<file path="config.mk">
export PLATFORM = sky130hd
export DESIGN_NAME = rom_port_arbiter
export DESIGN_NICKNAME = d
export VERILOG_FILES = /design/src/rtl/rom_arb_pkg.sv /design/src/rtl/rom_word_cache.sv /design/src/rtl/rom_port_arbiter.sv
export SDC_FILE = /design/constraint.sdc
export NUM_CORES = 1
export LEC_CHECK = 0
export BUFFER_PORTS_ARGS = -buffer_cell sky130_fd_sc_hd__buf_4
export CAP_MARGIN = 10
export CORE_MARGIN = 1
export CORE_UTILIZATION = 49
export DETAILED_ROUTE_END_ITERATION = 8
export PLACE_DENSITY = 0.81
export SKIP_CTS_REPAIR_TIMING = 1
export SYNTH_ARGS = -nofsm -noshare
export SYNTH_HDL_FRONTEND = slang
export SYNTH_SLANG_ARGS = --single-unit
</file>
<file path="constraint.sdc">
create_clock -name clk_sys -period 2.4 [get_ports clk_sys]
set_input_delay 0.48 -clock clk_sys [delete_from_list [all_inputs] [get_ports clk_sys]]
set_output_delay 0.48 -clock clk_sys [all_outputs]
set_load 0.05 [all_outputs]
</file>
<file path="src/rtl/rom_arb_pkg.sv">
// ---------------------------------------------------------------------------
// rom_arb_pkg
// Shared types for the ROM port arbiter: FSM state encoding, reader IDs and
// the round-robin successor helper.
// ---------------------------------------------------------------------------
package rom_arb_pkg;

    localparam int NREQ = 3;

    typedef enum logic [1:0] {
        RESYNC,
        IDLE,
        RD_WAIT,
        WR_WAIT
    } state_t;

    typedef enum logic [1:0] {
        RID_CPU,
        RID_TILE,
        RID_SND
    } rid_t;

    // Round-robin order: CPU -> TILE -> SND -> CPU
    function automatic rid_t rid_next(input rid_t r);
        case (r)
            RID_CPU:  return RID_TILE;
            RID_TILE: return RID_SND;
            default:  return RID_CPU;
        endcase
    endfunction

endpackage

</file>
<file path="src/rtl/rom_word_cache.sv">
// ---------------------------------------------------------------------------
// rom_word_cache
// One-word tagged holding register for a single ROM reader.
// Ports:
//   clk_sys, reset_n  clock, async active-low reset
//   addr_i            reader's current word address
//   fill_i            load fill_tag_i/fill_data_i and mark the tag valid
//   fill_tag_i        address the fill data belongs to
//   fill_data_i       word returned by SDRAM
//   inval_i           drop the tag (download start)
//   q_o               held word
//   valid_o           held word belongs to addr_i
//   miss_o            inverse of valid_o
// ---------------------------------------------------------------------------
module rom_word_cache #(
    parameter int ADDR_W = 23,
    parameter int DATA_W = 16
) (
    input  logic              clk_sys,
    input  logic              reset_n,
    input  logic [ADDR_W-1:0] addr_i,
    input  logic              fill_i,
    input  logic [ADDR_W-1:0] fill_tag_i,
    input  logic [DATA_W-1:0] fill_data_i,
    input  logic              inval_i,
    output logic [DATA_W-1:0] q_o,
    output logic              valid_o,
    output logic              miss_o
);

    logic [ADDR_W-1:0] tag_q;
    logic [DATA_W-1:0] data_q;
    logic              tag_vld_q;

    always_ff @(posedge clk_sys or negedge reset_n) begin
        if (!reset_n) begin
            tag_q     <= '0;
            data_q    <= '0;
            tag_vld_q <= 1'b0;
        end else begin
            if (fill_i) begin
                tag_q  <= fill_tag_i;
                data_q <= fill_data_i;
            end
            // Invalidate wins over a coincident fill: a download has begun.
            if (inval_i) begin
                tag_vld_q <= 1'b0;
            end else if (fill_i) begin
                tag_vld_q <= 1'b1;
            end
        end
    end

    // The tag is the address latched at grant time, so a reader that moved
    // while its read was in flight sees valid=0 and misses again.
    assign valid_o = tag_vld_q && (tag_q == addr_i);
    assign miss_o  = !valid_o;
    assign q_o     = data_q;

endmodule

</file>
<file path="src/rtl/rom_port_arbiter.sv">
// ---------------------------------------------------------------------------
// rom_port_arbiter
// Shares one toggle-handshake SDRAM port between the main CPU, tile fetch and
// sound CPU ROM readers, and carries ioctl download byte writes on the same
// port. Each reader has a one-word tagged holding register so repeated reads
// of the same word never reach SDRAM.
// Ports:
//   clk_sys, reset_n            clock, async active-low reset
//   dl_active/dl_wr/dl_addr/dl_data   ioctl download (byte address, byte data)
//   dl_wait                     stall ioctl while a write is outstanding
//   cpu_/tile_/snd_addr         reader word addresses
//   cpu_/tile_/snd_q, *_valid   reader data and "data matches address"
//   mem_req/mem_ack             request/ack toggles (done when equal)
//   mem_a/mem_we/mem_ds/mem_d   SDRAM address, write enable, byte enables, data
//   mem_q                       SDRAM read data, valid when ack matches
// ---------------------------------------------------------------------------
module rom_port_arbiter
    import rom_arb_pkg::*;
#(
    parameter int ADDR_W = 23,
    parameter int DATA_W = 16
) (
    input  logic              clk_sys,
    input  logic              reset_n,
    input  logic              dl_active,
    input  logic              dl_wr,
    input  logic [ADDR_W:0]   dl_addr,
    input  logic [7:0]        dl_data,
    output logic              dl_wait,
    input  logic [ADDR_W-1:0] cpu_addr,
    output logic [DATA_W-1:0] cpu_q,
    output logic              cpu_valid,
    input  logic [ADDR_W-1:0] tile_addr,
    output logic [DATA_W-1:0] tile_q,
    output logic              tile_valid,
    input  logic [ADDR_W-1:0] snd_addr,
    output logic [DATA_W-1:0] snd_q,
    output logic              snd_valid,
    output logic              mem_req,
    input  logic              mem_ack,
    output logic [ADDR_W-1:0] mem_a,
    output logic              mem_we,
    output logic [1:0]        mem_ds,
    output logic [DATA_W-1:0] mem_d,
    input  logic [DATA_W-1:0] mem_q
);

    state_t            state_q;
    rid_t              rr_q;
    rid_t              grant_q;
    logic              mem_req_q;
    logic              mem_we_q;
    logic [1:0]        mem_ds_q;
    logic [ADDR_W-1:0] mem_a_q;
    logic [DATA_W-1:0] mem_d_q;
    logic              dl_wait_q;
    logic              dl_wr_q;
    logic              dl_act_q;
    logic              wr_pend_q;
    logic [ADDR_W:0]   pend_addr_q;
    logic [7:0]        pend_data_q;

    logic [ADDR_W-1:0] rd_addr [NREQ];
    logic [DATA_W-1:0] rd_q    [NREQ];
    logic [NREQ-1:0]   rd_valid;
    logic [NREQ-1:0]   rd_miss;
    logic [NREQ-1:0]   fill_v;

    logic              dl_wr_rise;
    logic              dl_act_rise;
    logic              wr_go;
    logic [ADDR_W:0]   wr_addr;
    logic [7:0]        wr_data;
    logic              ack_match;
    logic              rd_done;
    logic              gnt_vld;
    rid_t              gnt;
    logic [ADDR_W-1:0] gnt_addr;

    assign rd_addr[RID_CPU]  = cpu_addr;
    assign rd_addr[RID_TILE] = tile_addr;
    assign rd_addr[RID_SND]  = snd_addr;

    assign dl_wr_rise  = dl_wr && !dl_wr_q;
    assign dl_act_rise = dl_active && !dl_act_q;
    // A held edge and a fresh one are mutually exclusive while ioctl honours dl_wait.
    assign wr_go       = dl_active && (dl_wr_rise || wr_pend_q);
    assign wr_addr     = dl_wr_rise ? dl_addr : pend_addr_q;
    assign wr_data     = dl_wr_rise ? dl_data : pend_data_q;
    assign ack_match   = (mem_ack == mem_req_q);
    assign rd_done     = (state_q == RD_WAIT) && ack_match;

    // Round-robin search starting at rr_q for the first missing reader.
    always_comb begin
        rid_t r;
        r       = rr_q;
        gnt     = rr_q;
        gnt_vld = 1'b0;
        for (int i = 0; i < NREQ; i++) begin
            if (!gnt_vld && rd_miss[r]) begin
                gnt     = r;
                gnt_vld = 1'b1;
            end
            r = rid_next(r);
        end
    end

    assign gnt_addr = rd_addr[gnt];

    always_comb begin
        fill_v = '0;
        for (int k = 0; k < NREQ; k++) begin
            fill_v[k] = rd_done && (grant_q == rid_t'(k));
        end
    end

    // mem_a_q still holds the granted address during RD_WAIT, so it is the
    // pending tag written alongside the returned word.
    for (genvar g = 0; g < NREQ; g++) begin : g_cache
        rom_word_cache #(
            .ADDR_W (ADDR_W),
            .DATA_W (DATA_W)
        ) u_cache (
            .clk_sys     (clk_sys),
            .reset_n     (reset_n),
            .addr_i      (rd_addr[g]),
            .fill_i      (fill_v[g]),
            .fill_tag_i  (mem_a_q),
            .fill_data_i (mem_q),
            .inval_i     (dl_act_rise),
            .q_o         (rd_q[g]),
            .valid_o     (rd_valid[g]),
            .miss_o      (rd_miss[g])
        );
    end

    always_ff @(posedge clk_sys or negedge reset_n) begin
        if (!reset_n) begin
            state_q     <= RESYNC;
            rr_q        <= RID_CPU;
            grant_q     <= RID_CPU;
            mem_req_q   <= 1'b0;
            mem_we_q    <= 1'b0;
            mem_ds_q    <= 2'b00;
            mem_a_q     <= '0;
            mem_d_q     <= '0;
            dl_wait_q   <= 1'b0;
            dl_wr_q     <= 1'b0;
            dl_act_q    <= 1'b0;
            wr_pend_q   <= 1'b0;
            pend_addr_q <= '0;
            pend_data_q <= '0;
        end else begin
            dl_wr_q  <= dl_wr;
            dl_act_q <= dl_active;

            // Hold one write edge that arrives while the port is busy.
            if (dl_active && dl_wr_rise && (state_q != IDLE)) begin
                wr_pend_q   <= 1'b1;
                pend_addr_q <= dl_addr;
                pend_data_q <= dl_data;
            end

            case (state_q)
                RESYNC: begin
                    // Absorb any handshake left in flight across reset.
                    mem_req_q <= mem_ack;
                    state_q   <= IDLE;
                end
                IDLE: begin
                    if (wr_go) begin
                        mem_a_q   <= wr_addr[ADDR_W:1];
                        mem_ds_q  <= {wr_addr[0], ~wr_addr[0]};
                        mem_d_q   <= {(DATA_W/8){wr_data}};
                        mem_we_q  <= 1'b1;
                        mem_req_q <= ~mem_req_q;
                        dl_wait_q <= 1'b1;
                        wr_pend_q <= 1'b0;
                        state_q   <= WR_WAIT;
                    end else if (!dl_active && gnt_vld) begin
                        grant_q   <= gnt;
                        rr_q      <= rid_next(gnt);
                        mem_a_q   <= gnt_addr;
                        mem_we_q  <= 1'b0;
                        mem_ds_q  <= 2'b11;
                        mem_req_q <= ~mem_req_q;
                        state_q   <= RD_WAIT;
                    end
                end
                RD_WAIT: begin
                    if (ack_match) begin
                        state_q <= IDLE;
                    end
                end
                WR_WAIT: begin
                    if (ack_match) begin
                        dl_wait_q <= 1'b0;
                        mem_we_q  <= 1'b0;
                        state_q   <= IDLE;
                    end
                end
                default: state_q <= RESYNC;
            endcase
        end
    end

    assign mem_req    = mem_req_q;
    assign mem_a      = mem_a_q;
    assign mem_we     = mem_we_q;
    assign mem_ds     = mem_ds_q;
    assign mem_d      = mem_d_q;
    assign dl_wait    = dl_wait_q;
    assign cpu_q      = rd_q[RID_CPU];
    assign tile_q     = rd_q[RID_TILE];
    assign snd_q      = rd_q[RID_SND];
    assign cpu_valid  = rd_valid[RID_CPU];
    assign tile_valid = rd_valid[RID_TILE];
    assign snd_valid  = rd_valid[RID_SND];

endmodule

</file>
# After elaboration in Yosys (flattened, before gate mapping)
# Cells that the tools add are included.
[op_classes]
n_reduce_logical = 43
n_eq_ne = 17
order_cmp = 4
n_mux = 45
bitwise = 4
[ops]
columns = ["operator", "n"]
rows = [
  ["23-bit 2-to-1 mux", 4],
  ["23-bit == test", 3],
  ["23-bit binary-select mux with 2-bit select", 1],
  ["24-bit 2-to-1 mux", 1],
  ["1-bit 2-to-1 mux", 21],
  ["1-bit logical AND", 15],
  ["2-bit 2-to-1 mux", 7],
  ["2-bit one-hot mux with 2 select lines", 3],
  ["2-bit nonzero test", 6],
  ["2-bit by 1-bit == test with 1-bit output, second input constant", 5],
  ["2-bit zero test", 5],
  ["2-bit by 3-bit < comparator with 1-bit output, second input constant", 3],
  ["3-bit AND reduction", 3],
  ["1-bit zero test", 8],
  ["8-bit 2-to-1 mux", 1],
  ["2-bit AND reduction", 4],
  ["1-bit binary-select mux with 2-bit select", 3],
  ["2-bit == test, second input constant", 3],
  ["1-bit one-hot mux with 2 select lines", 3],
  ["2-bit one-hot mux with 3 select lines", 1],
  ["2-bit by 1-bit inequality test with 1-bit output, second input constant", 2],
  ["2-bit inequality test, second input constant", 2],
  ["3-bit greater-or-equal comparator, second input constant", 1],
  ["3-bit inequality test, second input constant", 1],
  ["5 further kinds", 7],
]
[totals]
out_inout_bits = 95
in_bits = 122
word_cells = 136
ff_bits = 205

# Depth between registers and ports, before layout
[logic_depth]
word_depth = 18
ltp_mapped = 10

# By module
# From an unflattened synthesis, not the netlist that was laid out.
[hier_totals]
cells_unflattened = 701
hier_area_um2 = 9218.8
[by_module_without_submodules]
columns = ["mod", "seq_area_each_um2", "cells_each", "area_per_inst_um2", "n_inst"]
rows = [
  ["rom_word_cache", 1001.0, 117, 1724.2, 3],
  ["rom_port_arbiter", 1926.8, 350, 4046.4, 1],
]

# Worst setup path before layout
# No wires, ideal clock.
[synth_timing]
path_type = "input -> register"
startpoint = "input cpu_addr[14]"
endpoint = "register mem_a_q[17] (netlist: mem_a[17])"
t_arrival_ns = 2.550
slack_ns = -0.224
path_buffers = 1
required_time_ns = 2.327
setup_time_ns = 0.073
stages = 10
cell_sequence = "xor2_1 -> or4_4 -> nor4_4 -> nand2_2 -> inv_2 -> a21boi_1 -> o21ai_2 -> buf_4 -> a221oi_1 -> a21oi_2"
[synth_via]
elab_chain_len = 18
elab_cells_between_ends = 27
cone_classes = "eq/ne (1); mux (16); bitwise (1); reduce/logical (9)"
[synth_lines]
columns = ["item", "line", "source"]
rows = [
  ["from (decl)", "rom_port_arbiter.sv:30", "input logic [ADDR_W-1:0] cpu_addr,"],
  ["23-bit == test (*)", "rom_word_cache.sv:56", "assign valid_o = tag_vld_q && (tag_q == addr_i);"],
  ["1-bit logical AND (*)", "rom_word_cache.sv:56", ""],
  ["named net cpu_valid", "rom_port_arbiter.sv:32", "output logic cpu_valid,"],
  ["1-bit zero test (*)", "rom_word_cache.sv:57", "assign miss_o = !valid_o;"],
  ["1-bit binary-select mux with 2-bit select", "rom_port_arbiter.sv:100", "if (!gnt_vld && rd_miss[r]) begin"],
  ["1-bit 2-to-1 mux (not written as such)", "rom_port_arbiter.sv:100", ""],
  ["1-bit 2-to-1 mux", "rom_port_arbiter.sv:100", ""],
  ["1-bit zero test", "rom_port_arbiter.sv:100", ""],
  ["(+2 left out)", "n/a", ""],
  ["1-bit zero test", "rom_port_arbiter.sv:100", ""],
  ["1-bit logical AND", "rom_port_arbiter.sv:100", ""],
  ["2-bit 2-to-1 mux", "rom_port_arbiter.sv:100", ""],
  ["2-bit NOT with 3-bit output (not written as such)", "rom_port_arbiter.sv:108", "assign gnt_addr = rd_addr[gnt];"],
  ["23-bit binary-select mux with 2-bit select", "rom_port_arbiter.sv:108", ""],
  ["23-bit 2-to-1 mux (not written as such) (2 in series)", "rom_port_arbiter.sv:108", ""],
  ["23-bit 2-to-1 mux", "rom_port_arbiter.sv:180", "end else if (!dl_active && gnt_vld) begin"],
  ["23-bit 2-to-1 mux", "rom_port_arbiter.sv:171", "if (wr_go) begin"],
  ["to (signal assigned)", "rom_port_arbiter.sv:172", "mem_a_q <= wr_addr[ADDR_W:1];"],
  ["to (signal assigned)", "rom_port_arbiter.sv:183", "mem_a_q <= gnt_addr;"],
  ["to (decl)", "rom_port_arbiter.sv:54", "logic [ADDR_W-1:0] mem_a_q;"],
]
# The timed path passes the listed nets; every way through them passes the cells marked *. The select of a mux whose other input is x is not followed.
# A chain may end at the register's enable or synchronous reset.

# Final worst setup path
[layout_timing]
startpoint = "register g_cache[0].u_cache.tag_q[8]"
endpoint = "register mem_a_q[13] (netlist: mem_a[13])"
[layout_via]
elab_chain_len = 18
elab_cells_between_ends = 27
cone_classes = "eq/ne (1); mux (16); bitwise (1); reduce/logical (9)"
[layout_lines]
columns = ["item", "line", "source"]
rows = [
  ["from (decl)", "rom_word_cache.sv:31", "logic [ADDR_W-1:0] tag_q;"],
  ["from (signal assigned)", "rom_word_cache.sv:42", "tag_q <= fill_tag_i;"],
  ["23-bit == test (*)", "rom_word_cache.sv:56", ""],
  ["1-bit logical AND (*)", "rom_word_cache.sv:56", ""],
  ["1-bit zero test (*)", "rom_word_cache.sv:57", ""],
  ["1-bit binary-select mux with 2-bit select", "rom_port_arbiter.sv:100", ""],
  ["1-bit 2-to-1 mux (not written as such)", "rom_port_arbiter.sv:100", ""],
  ["1-bit 2-to-1 mux", "rom_port_arbiter.sv:100", ""],
  ["1-bit zero test", "rom_port_arbiter.sv:100", ""],
  ["1-bit logical AND", "rom_port_arbiter.sv:100", ""],
  ["1-bit 2-to-1 mux", "rom_port_arbiter.sv:100", ""],
  ["1-bit zero test", "rom_port_arbiter.sv:100", ""],
  ["1-bit logical AND", "rom_port_arbiter.sv:100", ""],
  ["2-bit 2-to-1 mux", "rom_port_arbiter.sv:100", ""],
  ["2-bit NOT with 3-bit output (not written as such)", "rom_port_arbiter.sv:108", ""],
  ["23-bit binary-select mux with 2-bit select", "rom_port_arbiter.sv:108", ""],
  ["23-bit 2-to-1 mux (not written as such) (2 in series)", "rom_port_arbiter.sv:108", ""],
  ["23-bit 2-to-1 mux", "rom_port_arbiter.sv:180", ""],
  ["23-bit 2-to-1 mux", "rom_port_arbiter.sv:171", ""],
]
# Mark *: on every way between the ends. The rest lies on a longest branch, timed or not. The select of a mux whose other input is x is not followed.

==> flow_summary_export.csv <==
group,metric,value,unit
setup_path,end_kind,"flop",
sta,clock.fmax,343,MHz
logic_synthesis,yosys_warnings,0,
logic_synthesis,synth_area_leaders,"dfrtp_1, mux2_2, xnor2_1, xor2_1, nand2_1",
setup_path,worst_r2r_path_depth,11,
logic_synthesis,synth_top_area_cell,"dfrtp_1",
clock_network,worstSkewPairLatency,0.46,ns
drt,drc,0,
power_and_ir_drop,p_leak,6.21,nW
logic_synthesis,synth-edff-count,0,
clock_network,clkTransAtPathRegs,0.09,ns
power_and_ir_drop,power_density,1440,nW/um^2
clock_network,clockBufferDepth,2,
clock_network,cts_buffers,17,
logic_synthesis,yosysSeqAreaShare,0.521,
floorplan,floorplan.die.height,141,microns
status,violations,"negative setup slack",
placement,place_congestion,0.977,
sta,min_period_over_period,1.21,
sta,slew_headroom,0.622,
logic_synthesis,netlist_top_cells_count,"dfrtp_1, mux2_2, nand2_1",
floorplan,dieArea,19900,sq um
global_routing,use_met2,0.478,
placement,io_buffer_count,216,
drt,drt-wirelength-per-cell,22.8,microns
sta,rsz0062_at_grt,"true",
sta,setup_viol,36,
global_routing,grt-ovfl-total,0,
setup_path,worstPathArrival,3.24,ns
logic_synthesis,synth_cells,791,
floorplan,core-area,18800,sq um
setup_path,rr_endpoint,"mem_a[13]$_DFFE_PN0P_",
power_and_ir_drop,irDropWorstVdd,0.000965,V
global_routing,grt_use_met3,0.0815,
global_routing,antenna_found_initial,0,
placement,place_hpwl,20400,microns
global_routing,met1_usage,0.363,
drt,drt_pre_antenna_iters,5,
floorplan,start_util,0.502,
global_routing,grt_pass1_vias,8205,
power_and_ir_drop,power,19.7,mW
sta,setup_ws,-0.515,ns
sta,drv_slew,0,
setup_path,cp_max_fo,5,
drt,first_iter_violations,849,
drt,vias,8188,
drt,wl,31300,microns
setup_path,ff2ff_setup_slack,-0.52,ns
setup_path,required,2.72,ns
floorplan,die_w,141,microns
clock_network,clock_sinks,197,
setup_path,startpoint,"g_cache[0].u_cache.tag_q[8]$_DFFE_PN0P_",
layout,syn2layout_area_growth,44.5,%
sta,hold_viol_final,0,
global_routing,grt_pass1_wl,44200,microns
floorplan,ios,217,
setup_path,r2r-start,"g_cache[0].u_cache.tag_q[8]$_DFFE_PN0P_",
global_routing,busiest_layer,"met2",
logic_synthesis,synth-seq-cells,197,
drt,vias_per_cell,5.95,
layout,design_area,13700,sq um
layout,n_antenna_cell,0,
logic_synthesis,synth-main-ff-cell,"dfrtp_1",
logic_synthesis,synthesis.area,9450,sq um
min_path,min_path_type,"in -> async",
layout,finish.net_count,1224,
logic_synthesis,synth_fp_nets,913,
logic_synthesis,synth_area_per_cell,12.0,sq um
floorplan,rows,50,
drt,ant_nets,0,
job,maxCapViolCount,0,
layout,drive_gt1_frac,0.576,
logic_synthesis,yosysMostFrequentCell,"dfrtp_1",
status,outcome,"finished with violations",
logic_synthesis,async_flop_share,1.00,
clock_network,root_buffer,"clkbuf_16",
sta,finClkSkew,0.0155,ns
global_routing,grt_max_degree,68,
clock_network,cts_tree,"built",
sta,period_needed,2.92,ns
logic_synthesis,yosys.cell_types.count,60,
placement,dpl_cell_area,12300,sq um
logic_synthesis,yosys.area.top_type_share,0.521,
setup_path,critical_path_class,"reg -> reg",
setup_path,critPathLaunchType,"flop",
sta,worst-slew-pin-transition,0.566,ns
clock_network,cts_htree_levels,4,
global_routing,grtUsageTotal,0.294,
==> state kept, by name, summed over array words and instances, names as in the netlist, 2 cells and up <==
name,cells
g_cache.u_cache.tag_q,69
g_cache.u_cache.q_o,48
pend_addr_q,24
mem_a,23
mem_d,8
pend_data_q,8
g_cache.u_cache.tag_vld_q,3
grant_q,2
mem_ds,2
rr_q,2
state_q,2
==> worst max path at each step <==
stage                                        to  slack [ns]  depth (start not counted)
after floorplan           mem_a[17]$_DFFE_PN0P_       -0.03                         10
after global routing                  snd_valid       -0.55                          7
after detailed placement  mem_a[19]$_DFFE_PN0P_       -0.40                         10
after CTS                             snd_valid       -0.56                          7
after global placement    mem_a[16]$_DFFE_PN0P_       -0.34                         10
final                     mem_a[13]$_DFFE_PN0P_       -0.52                         11
==> metal layers <==
layer	wire length (microns)	part of all wire
met1	11900	0.38
met2	14900	0.48
met3	3040	0.097
met4	1410	0.045
met5	0	0
==> layout make-up <==
class,count,area (sq um)
clock buffers,17,425
repair buffers,345,2920
multi-input cells,534,4820
clock inverters,15,191
well taps,260,325
inverters,7,43.8
fillers,1196,5170
flip-flops and latches,197,4930
==> report_power, final <==
group	switching, mW	internal (mW)	leakage, nW
Combinational	6.15	4.35	3.49
Sequential	1.34	4.90	2.44
Clock	1.48	1.50	0.288
Total	8.97	10.8	6.21
==> metrics by stage <==
stage	instances	utilization	hold WS [ns]	setup slack (ns)	TNS, ns
floorplan	791	-	0.184	-0.0303	-0.479
global placement	1322	0.654	0.488	-0.335	-9.04
detailed placement	1322	0.654	0.495	-0.404	-10.67
CTS	1354	0.687	0.0577	-0.560	-6.91
global route	1375	0.725	0.0802	-0.554	-14.81
finish	1375	0.725	0.0394	-0.515	-13.96
==> cell usage in the layout, fill, tap and decap left out, types with 16 or more instances in the layout <==
master,instances
buf_4,309
dfrtp_1,197
mux2_2,149
nand2_1,70
nand4_1,36
xor2_1,30
a21oi_1,23
xnor2_1,21
clkbuf_16,21
a22oi_2,19
xnor2_2,16
o21ai_2,16
==> cells by family (layout without fill, tap and decap cells) <==
kind of cell / count (synthesis) / in the layout / share of synthesized area
flops: 197 / 197 / 0.521
simple gates: 170 / 170 / 0.0998
mux: 159 / 159 / 0.188
compound gates: 135 / 135 / 0.0949
xor+xnor: 70 / 70 / 0.0648
buf+inv: 60 / 384 / 0.0310
==> critical path, stage by stage (launching register included) <==
cell and delay, ns:
dfrtp_1 0.42, xor2_1 0.20, or4_4 0.56, nor4_4 0.39, nand2_2 0.14, buf_6 0.15, a41oi_4 0.19, nor3b_4 0.07
buf_6 0.15, clkbuf_16 0.17, a211oi_4 0.21, a31oi_1 0.12
Power figures use the tool's default switching activity.
